`config.mk`:
```
export PLATFORM = sky130hd
export DESIGN_NAME = mem_row_streamer
export DESIGN_NICKNAME = d
export VERILOG_FILES = /design/src/rtl/mem_stream_pkg.sv /design/src/rtl/stream_fifo2.sv /design/src/rtl/mem_row_streamer.sv
export SDC_FILE = /design/constraint.sdc
export NUM_CORES = 2
export LEC_CHECK = 0
export CAP_MARGIN = 20
export CORE_AREA = 3 3 420 422
export CTS_CLUSTER_SIZE = 12
export DETAILED_ROUTE_END_ITERATION = 7
export DIE_AREA = 0 0 423 425
export PLACE_DENSITY = 0.64
export SYNTH_ARGS = -nofsm -noshare
export SYNTH_HDL_FRONTEND = slang
export SYNTH_HIERARCHICAL = 1
export SYNTH_SLANG_ARGS = --single-unit
```
`constraint.sdc`:
```
create_clock -name clk -period 3.98 [get_ports clk]
set_clock_uncertainty 0.1 [all_clocks]
set_input_delay 1.194 -clock clk [delete_from_list [all_inputs] [get_ports clk]]
set_output_delay 1.194 -clock clk [all_outputs]
set_load 0.02 [all_outputs]
```
`src/rtl/mem_stream_pkg.sv`:
```
// Shared types and default widths for the row streamer.
// FSM encoding, word geometry and output buffer depth.
package mem_stream_pkg;

   typedef enum logic [1:0] {
      IDLE  = 2'd0,
      ISSUE = 2'd1,
      DRAIN = 2'd2,
      DONE  = 2'd3
   } state_t;

   localparam int ELEMENT_W = 64;
   localparam int ADDR_W    = 20;
   localparam int UNITS     = 8;
   localparam int WORD_W    = UNITS * ELEMENT_W;

   localparam logic [1:0] FIFO_DEPTH = 2'd2;

endpackage

```
`src/rtl/stream_fifo2.sv`:
```
// Two-entry output buffer for streamed rows.
// Entry 0 is always the head; a pop shifts entry 1 down.
module stream_fifo2
   import mem_stream_pkg::*;
#(
   parameter int W = WORD_W + 1
) (
   input  logic         clk,
   input  logic         reset_n,
   input  logic         push,
   input  logic [W-1:0] push_data,
   input  logic         pop,
   output logic [1:0]   count,
   output logic [W-1:0] head
);

   logic [W-1:0] e0;
   logic [W-1:0] e1;
   logic         do_pop;
   logic         do_push;

   assign do_pop  = pop && (count != 2'd0);
   assign do_push = push && ((count < FIFO_DEPTH) || do_pop);
   assign head    = e0;

   // Storage and occupancy; simultaneous push and pop keep count.
   always_ff @(posedge clk or negedge reset_n) begin
      if (!reset_n) begin
         e0    <= '0;
         e1    <= '0;
         count <= 2'd0;
      end else begin
         unique case (1'b1)
            do_push && do_pop: begin
               if (count == FIFO_DEPTH) begin
                  e0 <= e1;
                  e1 <= push_data;
               end else begin
                  e0 <= push_data;
               end
            end
            do_push && !do_pop: begin
               if (count == 2'd0) e0 <= push_data;
               else               e1 <= push_data;
               count <= count + 2'd1;
            end
            do_pop && !do_push: begin
               e0    <= e1;
               count <= count - 2'd1;
            end
            default: ;
         endcase
      end
   end

endmodule

```
`src/rtl/mem_row_streamer.sv`:
```
// Walks a row range of the vector memory and streams each row.
// MEM_ROW_STREAMER_WRITE_BYPASS_EN adds same-cycle write forwarding.
module mem_row_streamer
   import mem_stream_pkg::*;
#(
   parameter int element_width          = ELEMENT_W,
   parameter int memories_address_width = ADDR_W,
   parameter int no_of_units            = UNITS
) (
   input  logic                                    clk,
   input  logic                                    reset_n,
   input  logic                                    start,
   input  logic [memories_address_width-1:0]       base_address,
   input  logic [memories_address_width-1:0]       length,
   output logic [memories_address_width-1:0]       read_address,
   input  logic [no_of_units*element_width-1:0]    memory_output,
`ifdef MEM_ROW_STREAMER_WRITE_BYPASS_EN
   input  logic                                    write_enable,
   input  logic [memories_address_width-1:0]       input_write_address,
   input  logic [no_of_units*element_width-1:0]    input_data,
`endif
   output logic [no_of_units*element_width-1:0]    out_data,
   output logic                                    out_valid,
   input  logic                                    out_ready,
   output logic                                    out_last,
   output logic                                    busy,
   output logic                                    finish
);

   localparam int AW = memories_address_width;
   localparam int WW = no_of_units * element_width;
   localparam logic [AW-1:0] ONE = AW'(1);

   state_t        state;
   state_t        state_n;
   logic [AW-1:0] rd_ptr;
   logic [AW-1:0] remaining;
   logic [AW-1:0] addr_q;
   logic [1:0]    count;
   logic [WW:0]   head;
   logic [WW-1:0] row_in;
   logic          pop;
   logic          issue;

   assign pop   = out_valid && out_ready;
   assign issue = (state == ISSUE) && ((count < FIFO_DEPTH) || pop);

`ifdef MEM_ROW_STREAMER_WRITE_BYPASS_EN
   assign row_in = (write_enable && (input_write_address == read_address))
                 ? input_data : memory_output;
`else
   assign row_in = memory_output;
`endif

   assign read_address = (state == ISSUE) ? rd_ptr : addr_q;
   assign out_valid    = (count != 2'd0);
   assign out_data     = head[WW-1:0];
   assign out_last     = out_valid && head[WW];
   assign busy         = (state == ISSUE) || (state == DRAIN);
   assign finish       = (state == DONE);

   // Row buffer between the memory read port and the consumer.
   stream_fifo2 #(.W(WW + 1)) u_fifo (
      .clk       (clk),
      .reset_n   (reset_n),
      .push      (issue),
      .push_data ({remaining == ONE, row_in}),
      .pop       (pop),
      .count     (count),
      .head      (head)
   );

   // State register.
   always_ff @(posedge clk or negedge reset_n) begin
      if (!reset_n) state <= IDLE;
      else          state <= state_n;
   end

   // Pass pointers; addr_q keeps the last driven address outside ISSUE.
   always_ff @(posedge clk or negedge reset_n) begin
      if (!reset_n) begin
         rd_ptr    <= '0;
         remaining <= '0;
         addr_q    <= '0;
      end else begin
         if (state == IDLE && start) begin
            rd_ptr    <= base_address;
            remaining <= length;
         end else if (issue) begin
            rd_ptr    <= rd_ptr + ONE;
            remaining <= remaining - ONE;
         end
         if (state == ISSUE) addr_q <= rd_ptr;
      end
   end

   // Next-state logic.
   always_comb begin
      state_n = state;
      unique case (state)
         IDLE: begin
            if (start) state_n = (length == '0) ? DONE : ISSUE;
         end
         ISSUE: begin
            if (issue && remaining == ONE) state_n = DRAIN;
         end
         DRAIN: begin
            if (count == 2'd0) state_n = DONE;
         end
         DONE:    state_n = IDLE;
         default: state_n = IDLE;
      endcase
   end

endmodule

```
==> metrics.csv <==
stage;metric;value;unit
cts;CTS Hold Bufs;0;
detailed_routing;Routed WL per cell;28.7;um
detailed_routing;Pre-antenna DRT Iters;6;
synth;Yosys Warn Count;6;
place;IO Port Bufs;1091;
pwr;Lkg Pwr;31.3;nW
final_layout;Layout Nets;6486;
cts;Clock Tree Root;clkbuf_16;
detailed_routing;Iteration-0 DRC Markers;5491;
worst_hold_path;Tightest Hold Check Type;input port to asynchronous set/reset pin;
synth;post-synthesis sequential area ratio;47.9;%
floorplan;Initial Utilization;32.8;%
sta;final period utilization;95.1;%
synth;Post-Synthesis Cell Area;57000;um^2
final_layout;final core occ;43.6;%
worst_setup_path;CP max FO;34;
worst_setup_path;CP arrival;2.49;ns
global_route;All-Layer GR Usage;25.5;%
detailed_routing;total number of vias;52100;
floorplan;# IOs;1092;
final_layout;synth-to-layout area growth;32.8;%
final_layout;fill count;16300;
sta;Final setup viols;0;
synth;Seq cells post-synth;1090;
sta;Worst Tran Pin Value;1.33;ns
detailed_routing;DR vias/cell;6.20;
place;Placement Cell Area;71100;um^2
sta;Slew HR;11.3;%
place;routability congestion estimate;0.909;
cts;H-tree levels;4;
floorplan;Die Area;180000;um^2
floorplan;die width;423;um
worst_setup_path;Critical Path RT;2.69;ns
global_route;vias in the first global route;50800;
pwr;pwr dens;1020;nW/um^2
synth;Synth cell types;47;
final_layout;Sequential cell area;27300;um^2
cts;worst skew pair latency;0.80;ns
synth;Mapped Avg Cell Area;11.2;um^2
sta;Slew Limit Fails;0;
sta;RSZ-0062 raised after global routing;false;
global_route;first-pass GRT wire length;354;mm
floorplan;Core Rows;153;
status;status;finished, final reports clean;
worst_setup_path;CP endpoint kind;output pin;
cts;CTS Sinks;1090;
synth;Syn Inst Count;5090;
cts;Clock Path Buffers;3;
worst_setup_path;Crit Path Category;flop to output pin;
worst_setup_path;WP buf/inv;3;
pwr;final total power;77.2;mW
worst_setup_path;crit start category;flop;
worst_setup_path;Crit path max-delay family;buffers and inverters;
worst_setup_path;crit-path cells;inv_1 > ha_1 > buf_12 > mux2_2 > dlygate4sd2_1;
worst_setup_path;slowest CP cell;dfrtp_1;
final_layout;layout cell share with drive strength beyond 1;9.86;%
detailed_routing;WL final;241;mm
sta;Final Critical Period;3.79;ns
floorplan;core area;173000;um^2
synth;Synth Net Count;5657;
sta;fmax;264;MHz
detailed_routing;Routed Antenna Nets;0;
final_layout;footprint of the multi-input gates;26900;um^2
floorplan;die height;425;um
detailed_routing;DRC errors left;0;
pwr;peak supply drop;0.000574;V
global_route;global route overflow;0;
sta;Final Hold Fails;0;
global_route;largest net degree at the start of global routing;187;
global_route;initial antenna violation count;77;
worst_setup_path;largest stage delay on the critical path;0.41;ns
place;HPWL Detailed;159;mm
sta;Setup TNS;0;ns
cts;Clock transition at path regs;0.06;ns
cts;CTS buffer count;131;
job;max_cap viols;0;
cts;CTS tree;done;
final_layout;Final Instance Area;75700;um^2
==> timing repair <==
item / 4_1_cts / 5_1_grt
buffers inserted: 0 / 0
setup endpoints to repair: 20 / 0
gates resized for setup: 23 / 0
==> metal layers <==
layer / global-route usage (%) / vias to the layer above / wire (um)
met2: 38.3 / 2509 / 110000
met1: 32.8 / 26900 / 95400
met3: 7.17 / 565 / 21000
met4: 15.3 / 32 / 14200
li1: - / 22000 / -
met5: 0 / - / 207
==> cell families after synthesis <==
| kind of cell | after synthesis | share of synthesized area (%) |
|---|---|---|
| AOI/OAI and AO/OA | 1617 | 22.3 |
| and+or+nand+nor | 1170 | 13.8 |
| DFF | 1090 | 47.9 |
| buffers and inverters | 655 | 5.02 |
| muxes | 535 | 10.6 |
| xor gates and xnor gates | 12 | 0.185 |
| adders and majority gates | 11 | 0.242 |
==> power by group <==
group          switching, mW  internal, mW  leakage (nW)
logic                   25.1          18.4          15.9
registers               4.50          16.9          13.2
clock network           5.14          7.13          2.15
total                   34.8          42.4          31.3
==> cell type report <==
| cell class | count | area share (%) |
|---|---|---|
| antenna | 59 | 0.195 |
| clock buffer | 196 | 5.19 |
| clock inverter | 33 | 0.597 |
| inverter | 13 | 0.0744 |
| multi-input combinational | 3345 | 35.5 |
| sequential | 1090 | 36.1 |
| tap | 2325 | 3.85 |
| timing repair buffer | 1338 | 18.5 |
==> sequential cells by signal, indices dropped and copies added (netlist names) <==
register      count
remaining        20
state             2
rd_ptr           20
u_fifo/count      2
u_fifo/e1       513
addr_q           20
u_fifo/head     513
==> Yosys cell counts, drive strengths merged <==
| master | n | area share [%] |
|---|---|---|
| ha | 11 | 0.24 |
| or2 | 4 | 0.044 |
| a211oi | 514 | 6.8 |
| o41ai | 3 | 0.046 |
| nor3 | 1 | 0.0088 |
| and3 | 2 | 0.022 |
| nand4 | 12 | 0.14 |
| buf | 249 | 2.3 |
| nand4b | 1 | 0.015 |
| a21oi | 1 | 0.015 |
| or3 | 12 | 0.13 |
| mux2i | 1 | 0.018 |
| o31ai | 531 | 7.0 |
| or4 | 18 | 0.24 |
| xnor2 | 5 | 0.077 |
| clkbuf | 393 | 2.6 |
| xor2 | 7 | 0.11 |
| or3b | 2 | 0.035 |
| o21ai | 24 | 0.21 |
| or4b | 1 | 0.018 |
| nand2 | 25 | 0.16 |
| nor2 | 41 | 0.27 |
| nor4 | 5 | 0.081 |
| a31oi | 30 | 0.33 |
| a2bb2oi | 1 | 0.015 |
| dfrtp | 1090 | 48 |
| and3b | 513 | 7.9 |
| nor3b | 1 | 0.013 |
| mux2 | 534 | 11 |
| a221oi | 513 | 7.9 |
| inv | 13 | 0.086 |
| nand2b | 4 | 0.044 |
| and4 | 2 | 0.031 |
| nand3 | 522 | 4.6 |
| and2 | 4 | 0.044 |
==> stage by stage <==
step / cells / setup WS (ns) / hold WS, ns
final: 8399 / 0.194 / 0.266
after global routing: 8397 / 0.0736 / 0.240
after CTS: 8340 / 0.127 / 0.216
after detailed placement: 8111 / -0.197 / 0.386
after global placement: 8111 / -0.224 / 0.381
after floorplan: 5090 / 0.228 / 0.361
==> placed cells by master, fill, tap and decap left out, types with 4 or more instances in the layout <==
cell type / instances
a211oi_1: 513
a221oi_1: 513
a31oi_1: 30
and2_1: 4
and3b_1: 513
buf_12: 99
buf_4: 148
bufinv_16: 4
clkbuf_1: 27
clkbuf_16: 133
clkbuf_8: 36
clkdlybuf4s50_1: 1070
clkinv_2: 11
clkinv_8: 6
dfrtp_1: 1088
diode_2: 59
dlygate4sd2_1: 20
ha_1: 9
inv_1: 12
inv_6: 4
mux2_1: 411
mux2_2: 123
nand2_1: 24
nand3_1: 522
nand4_1: 11
nor2_1: 41
nor4_1: 4
o21ai_0: 17
o21ai_1: 6
o31ai_1: 530
or3_1: 11
or4_1: 17
xnor2_1: 5
xor2_1: 7
==> path summary, 6_finish.rpt <==
check | startpoint | endpoint | slack, ns | depth (start not counted)
hold reg to reg | u_fifo/head[341] | u_fifo/head[341] | 0.39 | 2
setup reg to reg | u_fifo/count[1] | u_fifo/head[119] | 0.63 | 6
min in group clk | u_fifo/head[341] | u_fifo/head[341] | 0.39 | 2
hold / removal | reset_n | u_fifo/head[468] | 0.27 | 1
setup / recovery | state[1] | read_address[5] | 0.19 | 5
max in group asynchronous | reset_n | u_fifo/head[348] | 2.32 | 2
Note: power is estimated with default switching activity, not from simulation.
